File: src/rtl/mem_bridge.sv
// mem_bridge: splits a 64-bit core access into up to two 32-bit bus beats.
// Ports: clock/reset (async, active low); core_* request side; mem_* bus side.
// Optional ack watchdog: define MEM_BRIDGE_TIMEOUT_EN.
module mem_bridge (
  input  logic        clock,
  input  logic        reset,
  input  logic        core_rd_en,
  input  logic        core_wr_en,
  input  logic [7:0]  core_byte_en,
  input  logic [63:0] core_addr,
  input  logic [63:0] core_wr_data,
  output logic [63:0] core_rd_data,
  output logic        core_busy,
  output logic        mem_stb,
  output logic        mem_we,
  output logic [63:0] mem_addr,
  output logic [3:0]  mem_sel,
  output logic [31:0] mem_wr_data,
  input  logic [31:0] mem_rd_data,
  input  logic        mem_ack,
  output logic        mem_err
);

  localparam logic [1:0] S_IDLE = 2'd0;
  localparam logic [1:0] S_LO   = 2'd1;
  localparam logic [1:0] S_HI   = 2'd2;
  localparam logic [1:0] S_DONE = 2'd3;

  logic [1:0]  state_q, state_d;
  logic [63:0] addr_q, addr_d;
  logic [63:0] wdata_q, wdata_d;
  logic [7:0]  be_q, be_d;
  logic        we_q, we_d;
  logic [63:0] rdata_q, rdata_d;
  logic        req;
  logic        in_lo, in_hi, beat;

  assign req   = core_rd_en | core_wr_en;
  assign in_lo = (state_q == S_LO);
  assign in_hi = (state_q == S_HI);
  assign beat  = in_lo | in_hi;

`ifdef MEM_BRIDGE_TIMEOUT_EN
  logic [7:0] cnt_q, cnt_d;
  logic       err_q, err_d;
  logic       abort;

  // abort on the edge where the count would reach 255
  assign abort = beat & ~mem_ack & (cnt_q == 8'd254);
`endif

  always_comb begin
    state_d = state_q;
    addr_d  = addr_q;
    wdata_d = wdata_q;
    be_d    = be_q;
    we_d    = we_q;
    rdata_d = rdata_q;
    unique case (state_q)
      S_IDLE: begin
        if (req) begin
          addr_d  = core_addr;
          wdata_d = core_wr_data;
          be_d    = core_byte_en;
          we_d    = core_wr_en;
          rdata_d = '0;
          if (|core_byte_en[3:0])
            state_d = S_LO;
          else if (|core_byte_en[7:4])
            state_d = S_HI;
          else
            state_d = S_DONE;
        end
      end
      S_LO: begin
        if (mem_ack) begin
          if (!we_q) rdata_d[31:0] = mem_rd_data;
          state_d = (|be_q[7:4]) ? S_HI : S_DONE;
        end
`ifdef MEM_BRIDGE_TIMEOUT_EN
        else if (abort) begin
          if (!we_q) rdata_d[31:0] = '1;
          state_d = S_DONE;
        end
`endif
      end
      S_HI: begin
        if (mem_ack) begin
          if (!we_q) rdata_d[63:32] = mem_rd_data;
          state_d = S_DONE;
        end
`ifdef MEM_BRIDGE_TIMEOUT_EN
        else if (abort) begin
          if (!we_q) rdata_d[63:32] = '1;
          state_d = S_DONE;
        end
`endif
      end
      default: state_d = S_IDLE;
    endcase
  end

`ifdef MEM_BRIDGE_TIMEOUT_EN
  always_comb begin
    cnt_d = cnt_q;
    err_d = 1'b0;
    if (state_d != state_q)
      cnt_d = '0;
    else if (beat && !mem_ack)
      cnt_d = cnt_q + 8'd1;
    if (abort)
      err_d = 1'b1;
  end

  always_ff @(posedge clock or negedge reset) begin
    if (!reset) begin
      cnt_q <= '0;
      err_q <= 1'b0;
    end else begin
      cnt_q <= cnt_d;
      err_q <= err_d;
    end
  end

  assign mem_err = err_q;
`else
  assign mem_err = 1'b0;
`endif

  always_ff @(posedge clock or negedge reset) begin
    if (!reset) begin
      state_q <= S_IDLE;
      addr_q  <= '0;
      wdata_q <= '0;
      be_q    <= '0;
      we_q    <= 1'b0;
      rdata_q <= '0;
    end else begin
      state_q <= state_d;
      addr_q  <= addr_d;
      wdata_q <= wdata_d;
      be_q    <= be_d;
      we_q    <= we_d;
      rdata_q <= rdata_d;
    end
  end

  assign core_busy    = beat | ((state_q == S_IDLE) & req);
  assign core_rd_data = rdata_q;
  assign mem_stb      = beat;
  assign mem_we       = beat & we_q;
  assign mem_addr     = beat ? {addr_q[63:3], in_hi, 2'b00} : 64'd0;
  assign mem_sel      = in_lo ? be_q[3:0] :
                        in_hi ? be_q[7:4] : 4'd0;
  assign mem_wr_data  = in_lo ? wdata_q[31:0] :
                        in_hi ? wdata_q[63:32] : 32'd0;

endmodule

File: config.mk
export PLATFORM = sky130hd
export DESIGN_NAME = mem_bridge
export DESIGN_NICKNAME = d
export VERILOG_FILES = /design/src/rtl/mem_bridge.sv
export SDC_FILE = /design/constraint.sdc
export NUM_CORES = 1
export LEC_CHECK = 0
export ABC_AREA = 1
export BUFFER_PORTS_ARGS = -buffer_cell sky130_fd_sc_hd__clkbuf_2
export CAP_MARGIN = 40
export CORE_MARGIN = 2
export CORE_UTILIZATION = 45
export CTS_BUF_LIST = sky130_fd_sc_hd__clkbuf_8
export DETAILED_ROUTE_END_ITERATION = 8
export PLACE_DENSITY = 0.75
export SLEW_MARGIN = 20
export SYNTH_ARGS = -nofsm -noshare
export SYNTH_HDL_FRONTEND = slang
export SYNTH_SLANG_ARGS = --single-unit
File: constraint.sdc
create_clock -name clock -period 1.6 [get_ports clock]
set_input_delay 0.32 -clock clock [delete_from_list [all_inputs] [get_ports clock]]
set_output_delay 0.32 -clock clock [all_outputs]
set_load 0.01 [all_outputs]
==> results of run 1 <==
report_power, final:
part | switching (mW) | internal, mW | total [mW]
logic | 10.4 | 9.70 | 20.1
clock network | 1.97 | 1.46 | 3.43
registers | 1.65 | 7.23 | 8.88
total | 14.0 | 18.4 | 32.4
flip-flops by register name, indices dropped and copies added (netlist names):
| signal | count |
|---|---|
| addr_q | 61 |
| state_q | 2 |
| wdata_q | 64 |
| core_rd_data | 64 |
| be_q | 8 |
| we_q | 1 |
cells by family (layout without fill, tap and decap cells):
logic type	count (synthesis)	count (layout)	synth area share, %
compound gates	71	71	4.11
fa+ha+maj	5	5	0.709
buf+inv	145	540	6.89
flops	200	200	56.7
other cells	1	3	0.0425
simple gates	724	724	31.5
worst max-delay path: cells and delay by family, from the launching register on:
family / cells / cell delay (ns)
adder cells (fa/ha/maj): 1 / 0.26
buffers and inverters: 4 / 0.54
flip-flops: 1 / 0.42
AND/OR/NAND/NOR: 2 / 0.14
area by class of cell:
| cell class | instances | area share (%) |
|---|---|---|
| flip-flops and latches | 200 | 36.7 |
| multi-input cells | 803 | 29.1 |
| repair buffers | 434 | 26.6 |
| well taps | 265 | 2.43 |
| inverters | 74 | 2.16 |
| clock buffers | 17 | 1.71 |
| clock inverters | 15 | 1.36 |
layout by cell type (no fill, tap or decap), types with 25 or more instances in the layout:
| cell type | count |
|---|---|
| buf_12 | 29 |
| buf_2 | 29 |
| buf_4 | 33 |
| buf_6 | 76 |
| clkbuf_2 | 241 |
| dfrtp_1 | 200 |
| inv_1 | 25 |
| inv_2 | 45 |
| nand2_1 | 580 |
| nand2_2 | 50 |
| nand2_4 | 47 |
| o21ai_1 | 42 |
per-stage QoR:
stage / cells / hold slack [ns] / power [mW] / setup slack (ns) / TNS [ns]
finish: 1808 / 0.0375 / 32.4 / -0.521 / -65.76
global route: 1808 / 0.0101 / 34.5 / -0.615 / -81.81
floorplan: 1148 / 0.0244 / 15.8 / 0.00664 / 0
CTS: 1780 / 0.00443 / 27.1 / -0.539 / -54.41
global placement: 1718 / 0.253 / 20.7 / -0.0855 / -2.23
detailed placement: 1718 / 0.252 / 21.0 / -0.135 / -8.25
worst max path at each step:
stage	startpoint	end	slack (ns)	cells past startpoint
floorplan	state_q[0]$_DFFE_PN0P_	core_busy	0.007	6
global placement	state_q[0]$_DFFE_PN0P_	mem_sel[3]	-0.09	6
detailed placement	state_q[0]$_DFFE_PN0P_	mem_sel[3]	-0.14	6
CTS	state_q[0]$_DFFE_PN0P_	mem_wr_data[2]	-0.54	6
global route	state_q[0]$_DFFE_PN0P_	mem_wr_data[4]	-0.62	7
finish	state_q[0]$_DFFE_PN0P_	mem_wr_data[4]	-0.52	7
metal layers:
| layer | up-vias | routed length (µm) |
|---|---|---|
| li1 | 4213 | - |
| met1 | 4262 | 11200 |
| met2 | 396 | 14800 |
| met3 | 82 | 2270 |
| met4 | 0 | 1130 |
| met5 | - | 0 |
repair_timing:
item,4_1_cts,5_1_grt
buffers inserted,17,21
hold endpoints to repair,28,0
gates cloned,12,12
hold buffers,1,0
resized for setup,51,394
endpoints found under the setup margin,133,167
pin swaps,1,33
==> metrics.cfg, run 1 <==
[timing]
fin_crit_sh_pct=133
hold_violations=0
fin_ws_ns=-0.521
finalSetupViolations=167
rsz0062_at_grt=true
slew_viol_final=0
finalClockSkew_ns=0.0261
clock.fmax_mhz=471
fin_crit_ns=2.12

[global_routing]
use_met1_pct=32.2
busiest_layer=met2
grt_usage_pct=25.2
grt_max_degree=68
first_global_vias=8109
grt_pass1_wl_um=41000
met3_usage_pct=6.59
grt_overflow=0
grt_util_met2_pct=41.6
antenna_found_initial=0

[floorplanning]
die_area_mm2=0.0207
fp.dieH_um=144
ios=341
die_w_um=144
num_rows=51
initial_utilization_pct=45.6
coreArea_mm2=0.0193

[synthesis]
postSynthCellCount=1146
yosysUniqueCellTypes=17
synth_area_leaders=dfrtp_1 (57%), nand2_1 (29%), o21ai_1 (3.7%)
netlist_top_cells_count=nand2_1 (677), dfrtp_1 (200), inv_1 (73), o21ai_1 (65), nand3_1 (38)
ys_seq_elements=200
postSynthAreaPerCell_um2=7.70
seq_area_frac_synth_pct=56.7
synth_area_mm2=0.00882
synth_top_area_cell=dfrtp_1
synthArstFlopShare_pct=100
synth.most_common_cell=nand2_1
synth_top_area_share_pct=56.7
synth_flop_cell=dfrtp_1
synth-edff-count=0
yosysWarnings=0

[critical_path]
required_ns=1.28
end_kind=output port
critical_path.cell_chain=inv_2, ha_4, buf_12, clkbuf_16, nand3_2, nand2_1, buf_2
crit_fanout=5
start_kind=flop
crit_path_max_incr_delay_ns=0.42
reg2reg_from=state_q[0]$_DFFE_PN0P_
rrSetupSlack_ns=-0.49
crit_type=reg2out
reg2regPathDepth=12
cp.arrival_ns=1.80
crit_slowest_cell=dfrtp_1
r2r-end=core_rd_data[50]$_DFFE_PN0P_

[clock_tree]
insertion_delay_ns=0.47
cts_tree=yes
cts_buffer_depth=2
numCtsBuffers=17
cts.clk_slew.worst_paths_ns=0.12
clkSinkCount=200
clock-root-buffer=clkbuf_8
htree_levels=4

[placed_design]
gp_congestion=0.815
place_area_mm2=0.0111
dp_hpwl_um=17500
io_buffers=334

[cells_and_area]
area_growth_pct=54.8
multiInputGateArea_mm2=0.00397
drive_gt1_share_pct=42.9
diodes=0
fin_nets=1708
nFillCells=1463
seqCellArea_mm2=0.00500
final_util_pct=70.6
fin_area_mm2=0.0137

[route]
wl_um=29500
remaining_drc_errors=0
viasPerCell=4.95
drtIter0Drc=530
drt.antenna.violating_nets=0
routedWlPerCell_um=16.3
drt_first_pass_iters=5
vias=8953

[min_path]
worstHoldPathType=in2reg
hold_start=core_wr_data[59]
hold_end=wdata_q[59]$_DFFE_PN0P_
hold_depth=3

[power]
ir_drop_mv=1.94
powerDensity_mw_per_mm2=2370
p_leak_nw=7.86

[run_status]
status=complete, but fails checks
violations=negative setup slack

[run]
drv_cap=0

Note: power is estimated with default switching activity, not from simulation.
==> inputs of run 2 (changes only) <==
- REMOVE_ABC_BUFFERS: not set -> 1
- TNS_END_PERCENT: not set -> 5
==> run 2 against run 1 <==
Against the previous run:
- the run still ends with negative setup slack left
- setup slack improved by 0.023 ns
- clock-buffer cell count increased by 1
- cell area decreased by 11%
- largest cell class unchanged
- global-route usage decreased by 0.43 points
- sequential share of layout area increased by 4.5 points
- combinational power decreased by 29%
- non-clock buffer count decreased by 31
==> metrics.cfg, run 2 (synthesized netlist as in run 1, its figures left out) <==
[run_status]
status=complete, but fails checks
violations=negative setup slack

[route]
drt_first_pass_iters=4
vias=8370
drt.antenna.violating_nets=0
remaining_drc_errors=0
routedWlPerCell_um=15.0
wl_um=26600
drtIter0Drc=479
viasPerCell=4.71

[clock_tree]
clkSinkCount=200
cts.clk_slew.worst_paths_ns=0.11
insertion_delay_ns=0.47
cts_buffer_depth=2
clock-root-buffer=clkbuf_8
cts_tree=yes
numCtsBuffers=17
htree_levels=4

[critical_path]
start_kind=flop
end_kind=output port
crit_fanout=19
required_ns=1.28
crit_type=reg2out
cp.arrival_ns=1.78

[timing]
fin_crit_sh_pct=131
fin_ws_ns=-0.498
finalSetupViolations=167
rsz0062_at_grt=true
fin_crit_ns=2.10
finalClockSkew_ns=0.0127
hold_slack_ns=0.0331
clock.fmax_mhz=477
tns_ns=-54.32
slew_viol_final=0
hold_violations=0

[cells_and_area]
nFillCells=1717
fin_nets=1677
layout_common_cells=nand2_1 (668), clkbuf_2 (317), dfrtp_1 (200)
layout_commonest_cell=nand2_1
area_growth_pct=37.8
drive_gt1_share_pct=31.2

[floorplanning]
die_w_um=144
initial_utilization_pct=45.6
die_area_mm2=0.0207
coreArea_mm2=0.0193
num_rows=51
fp.dieH_um=144
ios=341

[min_path]
worstHoldPathType=in2reg

[run]
drv_cap=0

[placed_design]
dp_hpwl_um=17700
gp_congestion=0.806
post-place-ws_ns=-0.0613
io_buffers=334

[power]
powerDensity_mw_per_mm2=2140
ir_drop_mv=1.28
p_leak_nw=7.18

[global_routing]
grt_overflow=0
antenna_found_initial=1
grt_max_degree=73
grt_pass1_wl_um=40000
first_global_vias=7837
grt_usage_pct=24.8

-- run 2: cell types whose count changed in the layout (fill, tap and decap cells not counted), moves of 3 or more --
cell / delta
buf_12: -9
inv_2: -43
clkbuf_2: +76
inv_1: +45
buf_4: -6
clkbuf_16: -6
nand2_1: +88
nand2_4: -47
o21ai_1: +22
buf_2: -24
o21ai_2: -21
nand3_1: +3
nand2_2: -41
buf_6: -57
-- run 2: area by class of cell --
type / instances / area [µm²] / area share (%)
Sequential cell: 200 / 5000 / 41.2
Multi-Input combinational cell: 803 / 3380 / 27.8
Timing Repair Buffer: 403 / 2780 / 22.9
Tap cell: 265 / 332 / 2.73
Inverter: 74 / 288 / 2.37
Clock buffer: 18 / 248 / 2.04
Clock inverter: 13 / 114 / 0.937
Antenna cell: 1 / 2.50 / 0.0206
-- run 2: repair_timing --
action	in CTS	in global routing
pin swaps	14	14
endpoints found under the hold margin	33	0
gates cloned	9	3
endpoints found under the setup margin	145	167
setup buffers	12	6
resized for setup	45	45
hold buffers	1	0
-- run 2: metal layers --
| layer | GRT usage, % | vias up | wire length [µm] |
|---|---|---|---|
| met5 | 0 | - | 0 |
| met4 | 7.95 | 0 | 566 |
| met3 | 6.79 | 35 | 2150 |
| met2 | 41.8 | 311 | 12800 |
| met1 | 31.2 | 3864 | 11100 |
| li1 | - | 4160 | - |
-- run 2: per-stage QoR --
| step | power [mW] | instance area [µm²] | utilization [%] | std cells |
|---|---|---|---|---|
| 2_1_floorplan | 15.0 | 8500 | - | 1077 |
| 3_3_place_gp | 20.4 | 11100 | 57.2 | 1718 |
| 3_5_place_dp | 20.7 | 11100 | 57.2 | 1718 |
| 4_1_cts | 25.4 | 11900 | 61.5 | 1769 |
| 5_1_grt | 28.0 | 12100 | 62.8 | 1777 |
| 6_report | 26.0 | 12100 | 62.8 | 1777 |
-- run 2: path summary, 6_finish.rpt --
kind                                         start                           end  slack, ns  cells past startpoint
max in group asynchronous                    reset       wdata_q[23]$_DFFE_PN0P_       0.70                      3
min reg2reg                wdata_q[16]$_DFFE_PN0P_       wdata_q[16]$_DFFE_PN0P_       0.49                      2
min in group asynchronous                    reset  core_rd_data[18]$_DFFE_PN0P_       0.35                      2
min                                  core_addr[54]        addr_q[54]$_DFFE_PN0P_       0.03                      3
max reg2reg                 state_q[1]$_DFFE_PN0P_   core_rd_data[9]$_DFFE_PN0P_      -0.24                     12
max                         state_q[1]$_DFFE_PN0P_               mem_wr_data[23]      -0.50                      7
-- run 2: worst max-delay path, cell delays in order, from the launching register on --
cell      delay, ns
dfrtp_1        0.42
inv_2          0.11
ha_4           0.19
buf_4          0.14
buf_12         0.15
nand2_1        0.06
nand2_1        0.09
clkbuf_2       0.14
-- run 2: where the power goes --
part           switching (mW)  internal, mW  total, mW
Sequential               1.35          7.23       8.58
Clock                    1.96          1.16       3.12
Combinational            8.27          6.01       14.3
==> inputs of run 3 (changes only) <==
- CORE_UTILIZATION: 45 -> 44
- CTS_BUF_LIST: sky130_fd_sc_hd__clkbuf_8 -> not set
- PLACE_DENSITY: 0.75 -> 0.74
==> run 3 against run 2 <==
Against the previous run:
- the flow still finishes with violations (negative setup slack)
- wire length shrank 1.6%
- power up 4.9%
- combinational power about the same
- setup slack better by 0.038 ns
- sequential share of layout area about the same
- clock-buffer cell count did not move
- clock skew decreased by 0.0034 ns
- critical path type unchanged
- largest power group unchanged
==> metrics.cfg, run 3 (synthesized netlist as in run 1, its figures left out) <==
[run_status]
violations=negative setup slack
status=complete, but fails checks

[global_routing]
grt_pass1_wl_um=41600
first_global_vias=8280
grt_max_degree=45
grt_overflow=0
antenna_found_initial=0
grt_usage_pct=24.3

[clock_tree]
clock-root-buffer=clkbuf_16
cts_buffer_depth=2
numCtsBuffers=17
cts.clk_slew.worst_paths_ns=0.08
insertion_delay_ns=0.43
clkSinkCount=200
htree_levels=4
cts_tree=yes

[power]
powerDensity_mw_per_mm2=2240
p_total_mw=27.3
ir_drop_mv=1.20
p_leak_nw=7.21

[placed_design]
place_inst=1722
dp_hpwl_um=18000
gp_congestion=0.837
io_buffers=334

[floorplanning]
initial_utilization_pct=45.0
die_area_mm2=0.0212
ios=341
die_w_um=146
coreArea_mm2=0.0196
fp.dieH_um=146
num_rows=51

[critical_path]
start_kind=flop
crit_type=reg2out
required_ns=1.28
crit_fanout=6
end_kind=output port
cp.arrival_ns=1.74

[cells_and_area]
layout_common_cells=nand2_1 (654), clkbuf_2 (261), dfrtp_1 (200)
area_growth_pct=37.9
final_util_pct=62.1
fin_cells=1767
diodes=0
fin_nets=1668
layout_commonest_cell=nand2_1
drive_gt1_share_pct=31.6
nFillCells=1739

[min_path]
worstHoldPathType=in2reg

[timing]
slew_viol_final=0
finalClockSkew_ns=0.00927
fin_crit_sh_pct=129
rsz0062_at_grt=true
fin_ws_ns=-0.460
fin_crit_ns=2.06
clock.fmax_mhz=485
hold_violations=0
finalSetupViolations=131

[run]
drv_cap=0

[route]
drt.antenna.violating_nets=0
routedWlPerCell_um=14.8
wl_um=26200
remaining_drc_errors=0
drt_first_pass_iters=7
vias=8470
drtIter0Drc=485
viasPerCell=4.79

run 3: repair_timing:
action	CTS	global route
endpoints found under the hold margin	34	0
pin swaps	1	2
cloned	4	2
hold buffers	1	0
buffers inserted	8	0
gates resized for setup	30	120
endpoints found under the setup margin	136	165
run 3: final timing paths:
kind                                    startpoint                          end  slack (ns)  cells after the start
hold reg to reg            wdata_q[47]$_DFFE_PN0P_      wdata_q[47]$_DFFE_PN0P_        0.48                      2
setup / recovery            state_q[0]$_DFFE_PN0P_                 mem_addr[55]       -0.46                      7
hold / removal                       core_addr[27]       addr_q[27]$_DFFE_PN0P_        0.08                      3
max in group asynchronous                    reset       state_q[1]$_DFFE_PN0P_        0.62                      3
min in group asynchronous                    reset       addr_q[41]$_DFFE_PN0P_        0.40                      2
setup reg to reg            state_q[0]$_DFFE_PN0P_  core_rd_data[0]$_DFFE_PN0P_       -0.05                     10
run 3: stage by stage:
step	setup WS, ns	instance area (µm²)	hold WS [ns]	TNS (ns)
after global placement	-0.0708	11100	0.301	-1.78
after detailed placement	-0.103	11100	0.295	-3.71
after global routing	-0.561	12200	0.0634	-53.34
after floorplan	-4.40	8500	0.0244	-779.55
after CTS	-0.475	12000	0.0560	-44.73
final	-0.460	12200	0.0802	-40.43
run 3: routing by layer:
metal  vias to the layer above  wire length, µm  part of all wire (%)  GRT usage [%]
li1                       4138                -                     -              -
met1                      3971            10700                    41           30.9
met2                       325            12900                    49           41.4
met3                        36             2040                   7.8           5.83
met4                         0              525                   2.0           7.21
met5                         -                0                     0              0
run 3: report_power, final:
group | internal, mW | total, mW | leakage, nW | switching, mW
Combinational | 6.11 | 14.4 | 4.39 | 8.27
Sequential | 7.24 | 8.57 | 2.54 | 1.33
Clock | 2.24 | 4.30 | 0.276 | 2.06
Total | 15.6 | 27.3 | 7.21 | 11.7
run 3: area by class of cell:
class                      instances  area [µm²]  share of cell area [%]
sequential                       200        5000                    41.1
multi-input combinational        803        3340                    27.4
timing repair buffer             394        2630                    21.6
clock buffer                      18         439                    3.61
tap                              265         332                    2.73
inverter                          74         288                    2.37
clock inverter                    13         135                    1.11
run 3: worst max-delay path: stages, from the launching register on:
cell and delay [ns]:
dfrtp_1 0.39, inv_2 0.12, ha_4 0.26, buf_12 0.16, clkbuf_16 0.16, nand2_1 0.06
inv_1 0.03, buf_2 0.12
